[config.mk]
export PLATFORM = sky130hd
export DESIGN_NAME = cache_miss_controller
export DESIGN_NICKNAME = d
export VERILOG_FILES = /design/src/rtl/cache_ctrl_pkg.sv /design/src/rtl/cache_miss_controller_lru.sv /design/src/rtl/cache_miss_controller.sv
export SDC_FILE = /design/constraint.sdc
export NUM_CORES = 1
export LEC_CHECK = 0
export CORE_ASPECT_RATIO = 1.4
export CORE_MARGIN = 2
export CORE_UTILIZATION = 43
export DETAILED_ROUTE_END_ITERATION = 8
export PLACE_DENSITY = 0.9
export SETUP_SLACK_MARGIN = 0.1
export SYNTH_ARGS = -nofsm -noshare
export SYNTH_HDL_FRONTEND = slang
export SYNTH_SLANG_ARGS = --single-unit
[constraint.sdc]
create_clock -name clk -period 2.9 [get_ports clk]
set_clock_uncertainty 0.1 [all_clocks]
set_input_delay 0.725 -clock clk [delete_from_list [all_inputs] [get_ports clk]]
set_output_delay 0.725 -clock clk [all_outputs]
set_load 0.03 [all_outputs]
[src/rtl/cache_ctrl_pkg.sv]
// Shared types, address-field widths and byte lane helpers for the data cache miss controller.
package cache_ctrl_pkg;

  localparam int ADDR_W   = 32;
  localparam int SET_W    = 3;
  localparam int OFFSET_W = 2;
  localparam int TAG_W    = ADDR_W - SET_W - OFFSET_W;

  typedef enum logic [1:0] {
    ST_IDLE   = 2'd0,
    ST_MEM_RD = 2'd1,
    ST_FILL   = 2'd2,
    ST_MEM_WR = 2'd3
  } state_t;

  function automatic logic [31:0] byte_extract(input logic [31:0] word,
                                               input logic [1:0]  offset);
    logic [7:0] b;
    case (offset)
      2'd0:    b = word[7:0];
      2'd1:    b = word[15:8];
      2'd2:    b = word[23:16];
      default: b = word[31:24];
    endcase
    return {24'h0, b};
  endfunction

  function automatic logic [31:0] byte_merge(input logic [31:0] word,
                                             input logic [7:0]  byte_v,
                                             input logic [1:0]  offset);
    logic [31:0] m;
    m = word;
    case (offset)
      2'd0:    m[7:0]   = byte_v;
      2'd1:    m[15:8]  = byte_v;
      2'd2:    m[23:16] = byte_v;
      default: m[31:24] = byte_v;
    endcase
    return m;
  endfunction

endpackage

[src/rtl/cache_miss_controller_lru.sv]
// Per-set LRU bits for a 2-way cache; each bit names the way to evict next.
module cache_lru_table
  import cache_ctrl_pkg::*;
#(
  parameter int SET_W = 3
) (
  input  logic             clk,
  input  logic             rst_n,
  input  logic [SET_W-1:0] rd_set,
  output logic             rd_way,
  input  logic             upd_en,
  input  logic [SET_W-1:0] upd_set,
  input  logic             upd_way
);

  localparam int NUM_SETS = 1 << SET_W;

  logic [NUM_SETS-1:0] lru_q;

  always_ff @(posedge clk or negedge rst_n) begin
    if (!rst_n) begin
      lru_q <= '0;
    end else if (upd_en) begin
      lru_q[upd_set] <= ~upd_way;
    end
  end

  assign rd_way = lru_q[rd_set];

endmodule

[src/rtl/cache_miss_controller.sv]
// Load/store sequencer for the 2-way write-through, no-write-allocate data cache.
// Optional hit/miss counters on loads when CACHE_PERF_CNT_EN is defined.
//   state     | meaning
//   ST_IDLE   | accept request; hits complete here
//   ST_MEM_RD | word fetch for a load miss
//   ST_FILL   | write fetched word to victim way, return load data
//   ST_MEM_WR | write-through of a store to memory
module cache_miss_controller
  import cache_ctrl_pkg::*;
#(
  parameter int ADDR_W   = 32,
  parameter int DATA_W   = 32,
  parameter int SET_W    = 3,
  parameter int NUM_WAYS = 2
) (
  input  logic                      clk,
  input  logic                      rst_n,
  input  logic                      cpu_req_i,
  input  logic                      cpu_we_i,
  input  logic                      cpu_byte_i,
  input  logic [ADDR_W-1:0]         cpu_addr_i,
  input  logic [DATA_W-1:0]         cpu_wdata_i,
  output logic [DATA_W-1:0]         cpu_rdata_o,
  output logic                      cpu_done_o,
  output logic                      cpu_stall_o,
  output logic [SET_W-1:0]          cache_set_o,
  output logic [ADDR_W-SET_W-3:0]   cache_tag_o,
  input  logic                      cache_hit_i,
  input  logic                      cache_hit_way_i,
  input  logic [DATA_W-1:0]         cache_rdata_i,
  output logic                      cache_fill_o,
  output logic                      cache_fill_way_o,
  output logic [DATA_W-1:0]         cache_fill_data_o,
  output logic                      mem_req_o,
  output logic                      mem_we_o,
  output logic                      mem_byte_o,
  output logic [ADDR_W-1:0]         mem_addr_o,
  output logic [DATA_W-1:0]         mem_wdata_o,
  input  logic [DATA_W-1:0]         mem_rdata_i,
`ifdef CACHE_PERF_CNT_EN
  output logic [31:0]               hit_count_o,
  output logic [31:0]               miss_count_o,
`endif
  input  logic                      mem_ready_i
);

  localparam int WAY_W = $clog2(NUM_WAYS);

  state_t              state_q, state_d;
  logic [ADDR_W-1:0]   addr_q;
  logic [DATA_W-1:0]   wdata_q;
  logic [DATA_W-1:0]   rdata_q;
  logic                byte_q;
  logic [WAY_W-1:0]    victim_q;

  logic [ADDR_W-1:0]   cur_addr;
  logic [SET_W-1:0]    cur_set;
  logic [1:0]          cur_off;
  logic                lru_rd_way;
  logic                lru_en;
  logic                lru_way;

  // Once the access leaves IDLE the pipeline is frozen, so the latched address drives the array.
  assign cur_addr    = (state_q == ST_IDLE) ? cpu_addr_i : addr_q;
  assign cur_set     = cur_addr[SET_W+1:2];
  assign cur_off     = cur_addr[1:0];
  assign cache_set_o = cur_set;
  assign cache_tag_o = cur_addr[ADDR_W-1:SET_W+2];

  cache_lru_table #(.SET_W(SET_W)) u_lru (
    .clk     (clk),
    .rst_n   (rst_n),
    .rd_set  (cur_set),
    .rd_way  (lru_rd_way),
    .upd_en  (lru_en),
    .upd_set (cur_set),
    .upd_way (lru_way)
  );

  always_ff @(posedge clk or negedge rst_n) begin
    if (!rst_n) begin
      state_q <= ST_IDLE;
    end else begin
      state_q <= state_d;
    end
  end

  always_comb begin
    state_d = state_q;
    case (state_q)
      ST_IDLE: begin
        if (cpu_req_i) begin
          if (cpu_we_i)          state_d = ST_MEM_WR;
          else if (!cache_hit_i) state_d = ST_MEM_RD;
        end
      end
      ST_MEM_RD: if (mem_ready_i) state_d = ST_FILL;
      ST_FILL:   state_d = ST_IDLE;
      ST_MEM_WR: if (mem_ready_i) state_d = ST_IDLE;
      default:   state_d = ST_IDLE;
    endcase
  end

  always_comb begin
    cpu_rdata_o       = '0;
    cpu_done_o        = 1'b0;
    cpu_stall_o       = 1'b0;
    cache_fill_o      = 1'b0;
    cache_fill_way_o  = 1'b0;
    cache_fill_data_o = '0;
    mem_req_o         = 1'b0;
    mem_we_o          = 1'b0;
    mem_byte_o        = 1'b0;
    mem_addr_o        = '0;
    mem_wdata_o       = '0;
    lru_en            = 1'b0;
    lru_way           = 1'b0;
    case (state_q)
      ST_IDLE: begin
        if (cpu_req_i) begin
          if (cpu_we_i) begin
            cpu_stall_o = 1'b1;
            if (cache_hit_i) begin
              cache_fill_o      = 1'b1;
              cache_fill_way_o  = cache_hit_way_i;
              cache_fill_data_o = cpu_byte_i ?
                                  byte_merge(cache_rdata_i, cpu_wdata_i[7:0], cur_off) :
                                  cpu_wdata_i;
              lru_en            = 1'b1;
              lru_way           = cache_hit_way_i;
            end
          end else if (cache_hit_i) begin
            cpu_done_o  = 1'b1;
            cpu_rdata_o = cpu_byte_i ? byte_extract(cache_rdata_i, cur_off) : cache_rdata_i;
            lru_en      = 1'b1;
            lru_way     = cache_hit_way_i;
          end else begin
            cpu_stall_o = 1'b1;
          end
        end
      end
      ST_MEM_RD: begin
        cpu_stall_o = 1'b1;
        mem_req_o   = 1'b1;
        mem_addr_o  = {addr_q[ADDR_W-1:2], 2'b00};
      end
      ST_FILL: begin
        cache_fill_o      = 1'b1;
        cache_fill_way_o  = victim_q;
        cache_fill_data_o = rdata_q;
        cpu_done_o        = 1'b1;
        cpu_rdata_o       = byte_q ? byte_extract(rdata_q, cur_off) : rdata_q;
        lru_en            = 1'b1;
        lru_way           = victim_q;
      end
      ST_MEM_WR: begin
        mem_req_o   = 1'b1;
        mem_we_o    = 1'b1;
        mem_byte_o  = byte_q;
        mem_addr_o  = addr_q;
        mem_wdata_o = wdata_q;
        cpu_done_o  = mem_ready_i;
        cpu_stall_o = ~mem_ready_i;
      end
      default: ;
    endcase
  end

  always_ff @(posedge clk or negedge rst_n) begin
    if (!rst_n) begin
      addr_q   <= '0;
      wdata_q  <= '0;
      rdata_q  <= '0;
      byte_q   <= 1'b0;
      victim_q <= '0;
    end else begin
      if (state_q == ST_IDLE && cpu_req_i && (cpu_we_i || !cache_hit_i)) begin
        addr_q   <= cpu_addr_i;
        byte_q   <= cpu_byte_i;
        wdata_q  <= cpu_wdata_i;
        victim_q <= lru_rd_way;
      end
      if (state_q == ST_MEM_RD && mem_ready_i) begin
        rdata_q <= mem_rdata_i;
      end
    end
  end

`ifdef CACHE_PERF_CNT_EN
  logic idle_load;
  assign idle_load = (state_q == ST_IDLE) && cpu_req_i && !cpu_we_i;

  always_ff @(posedge clk or negedge rst_n) begin
    if (!rst_n) begin
      hit_count_o  <= '0;
      miss_count_o <= '0;
    end else if (idle_load) begin
      if (cache_hit_i && hit_count_o != 32'hFFFF_FFFF)
        hit_count_o <= hit_count_o + 32'd1;
      if (!cache_hit_i && miss_count_o != 32'hFFFF_FFFF)
        miss_count_o <= miss_count_o + 32'd1;
    end
  end
`endif

endmodule

# --- Word level (Yosys, flattened, before mapping) ---
# Cells that the tools add are included.
totals:
  elab_cells: 84
  reg_bits: 108
  out_inout_bits: 165
classes:
  n_reduce_logical: 11
  magnitude_cmp: 2
  eq_ne: 9
  n_mux: 53
  n_bitwise: 2
ops:
  columns: ["operator", "n"]
  rows:
  - ["32-bit two-way mux", 11]
  - ["32-bit case mux with 2 select lines", 3]
  - ["8-bit case mux with 3 select lines", 2]
  - ["8-bit two-way mux", 4]
  - ["1-bit two-way mux", 18]
  - ["2-bit two-way mux", 5]
  - ["8-bit bitwise mux", 1]
  - ["1-bit case mux with 2 select lines", 4]
  - ["2-bit case mux with 4 select lines", 1]
  - ["2-bit == test, second input constant", 3]
  - ["2-bit inequality test, second input constant", 3]
  - ["1-bit case mux with 3 select lines", 2]
  - ["2-bit by 1-bit == test with 1-bit output, second input constant", 2]
  - ["1-bit logical AND", 4]
  - ["2-bit zero test", 2]
  - ["3-bit by 4-bit < comparator with 1-bit output, second input constant", 1]
  - ["4-bit AND reduction", 1]
  - ["1-bit binary-select mux with 3-bit select", 1]
  - ["1-bit demux with 3-bit select", 1]
  - ["3-bit by 1-bit >= comparator with 1-bit output, second input constant", 1]
  - ["3-bit inequality test, second input constant", 1]
  - ["3-bit OR reduction", 1]
  - ["1-bit inverter", 2]
  - ["2-bit OR reduction", 1]
  - ["other kinds (2)", 2]

# --- Longest topological paths before layout ---
# Gate-level depths: netlist of the first run.
depth:
  ltp_word: 10
  mapped_depth: 9
  ltp_nobuf: 5

# --- Hierarchy ---
# From an unflattened synthesis of the first run, not the netlist that was laid out.
hier_totals:
  hier_cells: 700
  area_unflattened_um2: 7154.4
modules_own_cells:
  columns: ["mod", "cells_per_inst", "instances", "seq_area_each_um2", "area_per_inst_um2"]
  rows:
  - ["cache_miss_controller", 664, 1, 2502.4, 6705.2]
  - ["cache_lru_table", 36, 1, 200.2, 449.2]

# --- Worst setup path before layout of the first run ---
# Ideal clock, no wire load.
synth_path:
  path_type: "input to output"
  startpoint: "input cpu_addr_i[0]"
  endpoint: "output cache_fill_data_o[0]"
  t_arrival_ps: 2426
  stages: 5
  required_time_ps: 2075
  slack_ps: -351
  cell_sequence: "or4_1 o311ai_0 buf_2 mux2i_1 o21ai_0"
synth_between:
  elab_chain_len: 8
synth_rtl:
  columns: ["element", "line", "rtl"]
  rows:
  - ["start: declaration", "cache_miss_controller.sv:21", "input logic [ADDR_W-1:0] cpu_addr_i,"]
  - ["32-bit two-way mux", "cache_miss_controller.sv:64", "assign cur_addr = (state_q == ST_IDLE) ? cpu_addr_i : addr_q;"]
  - ["2-bit zero test", "cache_ctrl_pkg.sv:33", "case (offset)"]
  - ["8-bit two-way mux", "cache_ctrl_pkg.sv:33", null]
  - ["32-bit two-way mux", "cache_miss_controller.sv:126", "cache_fill_data_o = cpu_byte_i ?"]
  - ["32-bit two-way mux", "cache_miss_controller.sv:123", "if (cache_hit_i) begin"]
  - ["32-bit two-way mux", "cache_miss_controller.sv:121", "if (cpu_we_i) begin"]
  - ["32-bit two-way mux", "cache_miss_controller.sv:120", "if (cpu_req_i) begin"]
  - ["32-bit case mux with 2 select lines", "cache_miss_controller.sv:118", "case (state_q)"]
  - ["end: declaration", "cache_miss_controller.sv:33", "output logic [DATA_W-1:0] cache_fill_data_o,"]
# No other way between the ends.

# --- Worst setup path in the final report of the first run ---
layout_path:
  startpoint: "register state_q[1]"
  endpoint: "output cache_fill_data_o[22]"
layout_between:
  elab_chain_len: 9
  word_cells_on_any_way: 10
layout_rtl:
  columns: ["element", "line", "rtl"]
  rows:
  - ["start: declaration", "cache_miss_controller.sv:49", "state_t state_q, state_d;"]
  - ["start signal: assignment", "cache_miss_controller.sv:84", "state_q <= state_d;"]
  - ["2-bit zero test", "cache_miss_controller.sv:64, cache_miss_controller.sv:118", null]
  - ["32-bit two-way mux", "cache_miss_controller.sv:64", null]
  - ["2-bit == test", "cache_ctrl_pkg.sv:33", null]
  - ["8-bit two-way mux", "cache_ctrl_pkg.sv:33", null]
  - ["32-bit two-way mux", "cache_miss_controller.sv:126", null]
  - ["32-bit two-way mux", "cache_miss_controller.sv:123", null]
  - ["32-bit two-way mux", "cache_miss_controller.sv:121", null]
  - ["32-bit two-way mux", "cache_miss_controller.sv:120", null]
  - ["32-bit case mux with 2 select lines (*)", "cache_miss_controller.sv:118", null]
# Every way passes the cells marked *; elsewhere a longest branch is shown, timed or not.

==> reports/results.ini, run 1 <==
[detailed_routing]
wl_met1_um=10200
met2_length_um=15200
viasPerCell=6.13
drtAntennaViolNets=0
drc_errors=0
wl_per_cell_um=25.2
dr_wl_met3_um=2840
vias=7453
drtPass1Iterations=5
routed_wl_um=30600
drt_iter0_markers=528
routed.top_layer=met4

[clock_network]
clock_latency_ns=0.36
path_clk_slew_ns=0.08
clock_sinks=108
hold_buffers=0
cts_root_buffer=clkbuf_16
cts_buffers=9
cts_tree=done
h-tree-depth=3
cts.path.max_buffers=2

[logic_synthesis]
synth_edf_count=0
ys_ff_latch=108
synthFlopType=dfrtp_1
netlist_instances=662
yosysTopAreaCellShare_pct=38.9
synth_cell_types=50
synth_top_area_cell=dfrtp_1
ys_async_sr_fraction_pct=100
syn_area_mm2=0.00694
ys_seq_area_share_pct=38.9
ys_warn_count=0
syn-num-nets=798
syn_area_per_cell_um2=10.5
synthTopCellsByArea=dfrtp_1, mux2_2, mux2i_1, a22o_1, and3_1

[global_routing]
overflow=0
antenna_found_initial=0
grt_pass1_vias=7743
grt_start_max_net_pins=70
grt_pass1_wl_um=44800
grt_usage_pct=33.8

[final_layout]
fillers=1057
multi_input_area_mm2=0.00437
final_layout_size_suffix_gt1_share_pct=45.6
antenna_cells=0
seq_area_mm2=0.00271
final_cell_mix=clkdlybuf4s50_1, mux2_2, buf_4, dfrtp_1, buf_12
nets=1147
syn2layout_area_growth_pct=72.0
layout_commonest_cell=clkdlybuf4s50_1

[timing]
timing.hold.ws_ns=0.270
rsz0062_at_grt=yes
hold_viol=0
final-setup-viol-count=77
drv_slew=0
period_needed_ns=3.28
max_freq_mhz=305
tns_ns=-17.61
fin_ws_ns=-0.383
max-slew-margin-rel_pct=60.3
worst_pin_slew_ns=0.596
period_share_pct=113

[worst_setup_path]
worstSetupEndpoint=cache_fill_data_o[22]
critPathLaunchType=flop
reg2regPathDepth=11
endpoint_kind=output port
criticalPathCategory=reg2out
rr_endpoint=victim_q
crit_fanout=6
cp.arrival_ns=2.46
required_ns=2.08
r2r-start=state_q[0]
cp-startpoint=state_q[1]
reg2reg_slack_ns=0.45

[die]
placementRows=55
die_w_um=111
fp.coreArea_mm2=0.0160
io_pins=301
die_area_mm2=0.0172
start_util_pct=43.5
fp.dieH_um=154

[power]
irDropWorstVdd_v=0.000759
leakage_uw=0.00536
power.density_mw_per_mm2=995
power_uw=11900

[outcome]
violations=negative setup slack
status=finished with violations

[min_path]
hold_class=in2async

[placed_design]
dp_hpwl_um=21200
pre_cts_ws_ns=-0.718
port_buffers=300
gp_congestion=0.935

[flow_run]
max_cap_viol_count=0

## how the worst min path moves through the flow
stage                              to  depth (start not counted)
final                     rdata_q[10]                          1
after global routing      rdata_q[10]                          1
after CTS                 rdata_q[10]                          1
after detailed placement  wdata_q[15]                          1
after global placement    wdata_q[17]                          1
after floorplan             addr_q[0]                          0
## where the power goes
group	total, uW	internal (uW)	switching (uW)
sequential	3060	2270	788
combinational	7350	3660	3680
clock	1480	853	623
## final cells by class
cell class	instances	share of cell area [%]
multi-input cells	489	36.6
clock buffers	9	1.89
flip-flops and latches	108	22.7
clock inverters	7	1.02
well taps	199	2.09
inverters	7	0.220
repair buffers	396	35.6
## logic make-up after synthesis
group | count (synthesis) | synth area share (%)
muxes | 183 | 29.2
AOI/OAI and AO/OA | 143 | 15.2
and+or+nand+nor | 162 | 12.4
buffers and inverters | 66 | 4.32
DFF | 108 | 38.9
## layer usage
| metal | vias up | track usage (%) |
|---|---|---|
| met4 | 0 | 23.5 |
| li1 | 3157 | - |
| met5 | - | 0 |
| met2 | 554 | 59.3 |
| met1 | 3615 | 35.6 |
| met3 | 127 | 7.80 |
## synthesized netlist by cell type (6+ instances only)
library cell / number
buf_1: 8
a21oi_1: 29
and2_1: 30
mux2i_1: 44
a22o_1: 48
nor2b_1: 6
and3_1: 34
inv_1: 7
clkbuf_1: 36
nor2_1: 43
buf_2: 9
a211oi_1: 6
nand2_1: 27
mux2_4: 6
mux2_2: 133
o21ai_0: 13
dfrtp_1: 108
o22ai_1: 10
## what timing repair did
item | in CTS | in global routing
setup endpoints to repair | 107 | 119
pin swaps | 16 | 12
endpoints found under the hold margin | 0 | 0
buffers inserted | 19 | 3
gates cloned | 7 | 1
resized for setup | 241 | 45
## stage by stage
| step | utilization [%] | instance area (um2) | std cells |
|---|---|---|---|
| 2_1_floorplan | - | 7000 | 662 |
| 3_3_place_gp | 67.6 | 10800 | 1169 |
| 3_5_place_dp | 67.6 | 10800 | 1169 |
| 4_1_cts | 73.3 | 11700 | 1211 |
| 5_1_grt | 74.8 | 11900 | 1215 |
| 6_report | 74.8 | 11900 | 1215 |
## flip-flops by register name, indices dropped and copies added, names as in the netlist
| register | count |
|---|---|
| rdata_q | 32 |
| u_lru.lru_q | 8 |
| wdata_q | 32 |
| state_q | 2 |
| victim_q | 1 |
| addr_q | 32 |
| byte_q | 1 |
## critical path, stage by stage (launching register included)
cell,delay [ns]
dfrtp_1,0.41
or2_4,0.29
buf_4,0.16
a31oi_4,0.17
buf_6,0.16
buf_4,0.11
buf_4,0.12
mux2i_1,0.20
a21oi_1,0.09
a22o_1,0.24
buf_6,0.15
Power figures use the tool's default switching activity.
==> run 2: changes to the inputs <==
--- a/config.mk
+++ b/config.mk
@@ -10,6 +10,7 @@
 export CORE_UTILIZATION = 43
 export DETAILED_ROUTE_END_ITERATION = 8
 export PLACE_DENSITY = 0.9
+export RECOVER_POWER = 25
 export SETUP_SLACK_MARGIN = 0.1
 export SYNTH_ARGS = -nofsm -noshare
 export SYNTH_HDL_FRONTEND = slang
==> run 2 against run 1 <==
The flow still finishes with violations (negative setup slack). Clock power about the same. Non-clock buffer count stayed put. Global-route usage unchanged. Cell count unchanged. Worst hold slack better by 0.13 ns. Sequential cell count did not move. Sequential power about the same. Sequential share of layout area about the same. Via count up 0.16%. Worst setup slack got worse by 0.0099 ns. Wire length increased by 0.23%. Cell area fell by 0.15%. Critical path type unchanged. Largest power group unchanged. Highest routed layer unchanged.
==> reports/results.ini, run 2 (synthesized netlist as in run 1, its figures left out) <==
[outcome]
status=finished with violations  ; unchanged
violations=negative setup slack  ; unchanged

[final_layout]
antenna_cells=0  ; unchanged
final_layout_size_suffix_gt1_share_pct=45.6  ; unchanged
final_cell_mix=clkdlybuf4s50_1, mux2_2, buf_4, dfrtp_1, buf_12  ; unchanged
layout_commonest_cell=clkdlybuf4s50_1  ; unchanged
top_regs=addr_q (32), rdata_q (32), wdata_q (32)  ; unchanged
seq_area_mm2=0.00271  ; unchanged
multi_input_area_mm2=0.00437  ; unchanged
nets=1147  ; unchanged
fillers=1059  ; was 1057
syn2layout_area_growth_pct=71.7  ; was 72.0%

[detailed_routing]
viasPerCell=6.14  ; was 6.13
vias=7465  ; was 7453
drtPass1Iterations=6  ; was 5
drc_errors=0  ; unchanged
drtAntennaViolNets=0  ; unchanged
drt_iter0_markers=713  ; was 528
routed_wl_um=30600  ; about the same
wl_per_cell_um=25.2  ; about the same

[die]
io_pins=301  ; unchanged
start_util_pct=43.5  ; unchanged
placementRows=55  ; unchanged
fp.dieH_um=154  ; unchanged
die_area_mm2=0.0172  ; unchanged
fp.coreArea_mm2=0.0160  ; unchanged
die_w_um=111  ; unchanged

[worst_setup_path]
critPathSlowestCell=dfrtp_1  ; unchanged
r2r-start=state_q[0]  ; unchanged
reg2reg_slack_ns=0.45  ; about the same
endpoint_kind=output port  ; unchanged
rr_endpoint=victim_q  ; unchanged
slowest_delay_ns=0.42  ; was 0.41 ns
critPathLaunchType=flop  ; unchanged
criticalPathCategory=reg2out  ; unchanged
critPathTopFamily=buffers and inverters  ; unchanged
crit_path_frequent_cell=buf_4  ; unchanged
reg2regPathDepth=11  ; unchanged
crit_fanout=6  ; unchanged
cp.buffers_inverters=5  ; unchanged
cp.arrival_ns=2.47  ; was 2.46 ns
required_ns=2.08  ; about the same
worstPathCellList=or2_4 > buf_4 > a31oi_4 > buf_6 > buf_4 > buf_4 > mux2i_1 > a21oi_1 > a22o_1 > buf_6  ; unchanged

[clock_network]
h-tree-depth=3  ; unchanged
clock_sinks=108  ; unchanged
cts.path.max_buffers=2  ; unchanged
hold_buffers=0  ; unchanged
cts_buffers=9  ; unchanged
clock_latency_ns=0.36  ; about the same
cts_tree=done  ; unchanged
path_clk_slew_ns=0.08  ; about the same
cts_root_buffer=clkbuf_16  ; unchanged

[timing]
fin_ws_ns=-0.393  ; was -0.383 ns
max-slew-margin-rel_pct=18.4  ; was 60.3%
period_share_pct=114  ; was 113%
drv_slew=0  ; unchanged
tns_ns=-17.67  ; was -17.61 ns
final-setup-viol-count=77  ; unchanged
worst_pin_slew_ns=1.22  ; was 0.596 ns
max_freq_mhz=304  ; was 305 MHz
rsz0062_at_grt=yes  ; unchanged
hold_viol=0  ; unchanged
period_needed_ns=3.29  ; was 3.28 ns

[power]
leakage_uw=0.00535  ; was 0.00536 uW
power_uw=11900  ; about the same
power.density_mw_per_mm2=996  ; was 995 mW/mm2
irDropWorstVdd_v=0.000760  ; was 0.000759 V

[global_routing]
grt_pass1_wl_um=44800  ; unchanged
grt_pass1_vias=7743  ; unchanged
grt_usage_pct=33.8  ; unchanged
antenna_found_initial=0  ; unchanged
grt_start_max_net_pins=70  ; unchanged
overflow=0  ; unchanged

[placed_design]
port_buffers=300  ; unchanged
gp_congestion=0.935  ; unchanged
dp_hpwl_um=21200  ; unchanged

[min_path]
hp-start=wdata_q[17]
hold_path_depth=1
hold_class=reg2reg  ; was in2async
min_to=wdata_q[17]

[flow_run]
max_cap_viol_count=0  ; unchanged

-- run 2: final cells by class --
class                           count  area share [%]
Clock buffer                        9            1.89
Clock inverter                      7            1.02
Inverter                            7           0.220
Multi-Input combinational cell    489            36.6
Sequential cell                   108            22.7
Tap cell                          199            2.09
Timing Repair Buffer              396            35.5
-- run 2: metrics by stage --
stage                     hold WS, ns  cell area (um2)  setup WS [ns]  util (%)  instances
after detailed placement        0.391            10800         -0.718      67.6       1169
after global routing            0.425            11900         -0.432      74.7       1215
after CTS                       0.279            11700         -0.382      73.3       1211
final                           0.403            11900         -0.393      74.7       1215
after floorplan                 0.329             7000        -0.0547         -        662
after global placement          0.380            10800         -0.650      67.6       1169
-- run 2: power by group --
group          switching, uW  internal (uW)
clock network            620            852
logic                   3690           3660
registers                787           2270
total                   5100           6780
-- run 2: worst max-delay path by stage --
| stage | cells after the start | start | slack, ns | end |
|---|---|---|---|---|
| floorplan | 8 | state_q[1] | -0.05 | cpu_rdata_o[0] |
| global placement | 8 | cpu_addr_i[1] | -0.65 | cpu_rdata_o[4] |
| detailed placement | 8 | cpu_addr_i[1] | -0.72 | cpu_rdata_o[4] |
| CTS | 6 | state_q[0] | -0.38 | cpu_rdata_o[4] |
| global route | 6 | state_q[0] | -0.43 | cpu_rdata_o[4] |
| finish | 10 | state_q[1] | -0.39 | cache_fill_data_o[22] |
-- run 2: layer usage --
layer | wire [um] | GRT usage, %
met1 | 10500 | 35.6
met2 | 15200 | 59.3
met3 | 2650 | 7.80
met4 | 2310 | 23.5
met5 | 0 | 0
-- run 2: worst register-to-register path, cell delays in order, from the launching register on --
cell and delay, ns:
dfrtp_2 0.41, buf_4 0.19, nor2_4 0.14, buf_12 0.14, buf_12 0.14, buf_16 0.14
buf_4 0.13, mux2i_2 0.22, buf_4 0.18, mux2i_1 0.21, o22ai_1 0.10, o31a_1 0.24
-- run 2: timing repair --
item,4_1_cts,5_1_grt
setup endpoints to repair,107,119
pin swaps,16,12
setup buffers,19,3
gates cloned,7,1
resized for setup,241,45
==> run 3: changes to the inputs <==
--- a/config.mk
+++ b/config.mk
@@ -6,8 +6,9 @@
 export NUM_CORES = 1
 export LEC_CHECK = 0
 export CORE_ASPECT_RATIO = 1.4
-export CORE_MARGIN = 2
+export CORE_MARGIN = 5
 export CORE_UTILIZATION = 43
+export CTS_CLUSTER_DIAMETER = 100
 export DETAILED_ROUTE_END_ITERATION = 8
 export PLACE_DENSITY = 0.9
 export RECOVER_POWER = 25
==> run 3 against run 2 <==
The run still ends with negative setup slack left. Critical path type unchanged. Wire length is 9.5% higher. Worst setup slack worse by 0.17 ns. Die area is 9.5% higher. Non-clock buffer count is 6 higher. Total power is 3.6% higher. Cell count is 0.74% higher. Critical endpoint is now cache_fill_data_o[29]. Cell area is 2.8% higher. First-iteration DRC count is 6.7% higher. Critical path depth is 1 lower.
==> reports/results.ini, run 3 (synthesized netlist as in run 1, its figures left out) <==
[clock_network]
cts_tree=done  ; unchanged
path_clk_slew_ns=0.08  ; about the same
clock_sinks=108  ; unchanged
cts.path.max_buffers=2  ; unchanged
cts_buffers=9  ; unchanged
h-tree-depth=3  ; unchanged
clock_latency_ns=0.36  ; about the same
cts_root_buffer=clkbuf_16  ; unchanged

[global_routing]
grt_start_max_net_pins=59  ; was 70
grt_pass1_vias=8103  ; was 7743
antenna_found_initial=3  ; was 0
grt_usage_pct=33.3  ; was 33.8%
grt_pass1_wl_um=48900  ; was 44800 um
overflow=0  ; unchanged

[worst_setup_path]
crit_fanout=5  ; was 6
critPathLaunchType=flop  ; unchanged
endpoint_kind=output port  ; unchanged
slowest_delay_ns=0.39  ; was 0.42 ns
reg2reg_slack_ns=0.23  ; was 0.45 ns
crit_path_frequent_cell=buf_6  ; was buf_4
r2r-start=state_q[0]  ; unchanged
critPathSlowestCell=dfrtp_1  ; unchanged
worstPathCellList=or2_4 > buf_4 > a31oi_4 > buf_6 > bufbuf_16 > mux2i_1 > a21oi_1 > a22o_2 > buf_6  ; was or2_4 > buf_4 > a31oi_4 > buf_6 > buf_4 > buf_4 > mux2i_1 > a21oi_1 > a22o_1 > buf_6
rr_endpoint=victim_q  ; unchanged
reg2regPathDepth=13  ; was 11
required_ns=2.08  ; about the same
cp.arrival_ns=2.64  ; was 2.47 ns
criticalPathCategory=reg2out  ; unchanged

[timing]
period_needed_ns=3.47  ; was 3.29 ns
max_freq_mhz=288  ; was 304 MHz
final-setup-viol-count=69  ; was 77
rsz0062_at_grt=yes  ; unchanged
tns_ns=-21.21  ; was -17.67 ns
fin_ws_ns=-0.567  ; was -0.393 ns
hold_viol=0  ; unchanged
drv_slew=0  ; unchanged
worst_pin_slew_ns=1.37  ; was 1.22 ns
period_share_pct=120  ; was 114%
max-slew-margin-rel_pct=8.65  ; was 18.4%

[detailed_routing]
viasPerCell=6.26  ; was 6.14
vias=7660  ; was 7465
wl_per_cell_um=27.4  ; was 25.2 um
drt_iter0_markers=761  ; was 713
routed_wl_um=33500  ; was 30600 um
drc_errors=0  ; unchanged
drtAntennaViolNets=0  ; unchanged
drtPass1Iterations=6  ; unchanged

[power]
power.density_mw_per_mm2=1000  ; was 996 mW/mm2
irDropWorstVdd_v=0.000657  ; was 0.000760 V
leakage_uw=0.00552  ; was 0.00535 uW
intPower_uw=6970  ; was 6780 uW
switching_share_pct=43.4  ; was 42.9%
p_clk_share_pct=11.2  ; was 12.4%
combPwrFrac_pct=64.0  ; was 61.9%
switchingPower_uw=5340  ; was 5100 uW
pwr-share-seq_pct=24.8  ; was 25.7%
power_uw=12300  ; was 11900 uW

[final_layout]
final_layout_size_suffix_gt1_share_pct=46.4  ; was 45.6%
stdcell_area_mm2=0.0123  ; was 0.0119 mm2
layout_commonest_cell=mux2_2  ; was clkdlybuf4s50_1
stdcell_count=1224  ; was 1215
final_cell_mix=mux2_2, clkdlybuf4s50_1, dfrtp_1, buf_4, buf_6  ; was clkdlybuf4s50_1, mux2_2, buf_4, dfrtp_1, buf_12
postLayoutCoreUtil_pct=76.4  ; was 74.7%
syn2layout_area_growth_pct=76.5  ; was 71.7%
top_regs=addr_q (32), rdata_q (32), wdata_q (32)  ; unchanged
nets=1153  ; was 1147

[min_path]
hp-start=wdata_q[23]  ; was wdata_q[17]
hold_class=reg2reg  ; unchanged
hold_path_depth=1  ; unchanged
min_to=wdata_q[23]  ; was wdata_q[17]

[die]
die_w_um=117  ; was 111 um
placementRows=55  ; unchanged
die_area_mm2=0.0188  ; was 0.0172 mm2
start_util_pct=43.3  ; was 43.5%
io_pins=301  ; unchanged
fp.dieH_um=160  ; was 154 um
fp.coreArea_mm2=0.0160  ; about the same

[placed_design]
dp_hpwl_um=22000  ; was 21200 um
port_buffers=300  ; unchanged
gp_congestion=0.987  ; was 0.935
dp_cells=1166  ; was 1169
place_area_mm2=0.0109  ; was 0.0108 mm2

[outcome]
status=finished with violations  ; unchanged
violations=negative setup slack  ; unchanged

[flow_run]
max_cap_viol_count=0  ; unchanged

-- run 3: cell count changes in the layout (fill, tap and decap cells not counted), sizes merged, moves of 3 or more --
| cell | before | now |
|---|---|---|
| buf | 230 | 235 |
| dlygate4sd2 | 10 | 33 |
| diode | 0 | 3 |
| clkdlybuf4s50 | 152 | 129 |
-- run 3: cell type report --
type / count / area (um2)
diodes: 3 / 7.51
clock buffers: 9 / 225
clock inverters: 7 / 98.8
fillers: 1010 / 3780
inverters: 7 / 26.3
multi-input cells: 489 / 4430
flip-flops and latches: 108 / 2710
well taps: 199 / 249
repair buffers: 402 / 4510
-- run 3: timing repair --
action	in CTS	in global routing
hold endpoints to repair	0	0
buffers inserted	27	2
endpoints found under the setup margin	124	95
hold buffers	0	0
resized for setup	270	58
cloned	9	1
pin swaps	25	18
-- run 3: worst max-delay path, delay by kind of cell (launching register included) --
family / cells / cell delay (ns)
AOI/OAI and AO/OA: 3 / 0.63
buffers and inverters: 4 / 0.72
DFF: 1 / 0.39
muxes: 1 / 0.26
and+or+nand+nor: 1 / 0.27
-- run 3: how the worst max path moves through the flow --
stage	start	end	slack, ns	cells after the start
6_report	state_q[1]	cache_fill_data_o[29]	-0.57	9
5_1_grt	state_q[0]	cache_fill_data_o[29]	-0.58	9
4_1_cts	state_q[0]	cpu_rdata_o[5]	-0.40	7
3_5_place_dp	cpu_addr_i[0]	cpu_rdata_o[5]	-0.75	7
3_3_place_gp	cpu_addr_i[0]	cpu_rdata_o[6]	-0.70	7
2_1_floorplan	state_q[1]	cpu_rdata_o[0]	-0.05	8
-- run 3: per-layer routing --
layer | part of all wire [%] | GRT usage (%)
met1 | 33 | 35.7
met2 | 49 | 56.7
met3 | 11 | 11.2
met4 | 7.3 | 19.7
met5 | 0 | 0
-- run 3: power groups by stage --
stage | clock [uW] | combinational (uW) | sequential, uW
after detailed placement | 0 | 6820 | 2950
after floorplan | 0 | 4110 | 2660
after global routing | 1460 | 8180 | 3100
after global placement | 0 | 6710 | 2880
final | 1380 | 7870 | 3050
after CTS | 1390 | 7510 | 2950
-- run 3: metrics by stage --
step | hold slack (ns) | setup WS (ns)
floorplan | 0.329 | -0.0547
global placement | 0.380 | -0.695
detailed placement | 0.390 | -0.748
CTS | 0.123 | -0.399
global route | 0.414 | -0.577
finish | 0.407 | -0.567
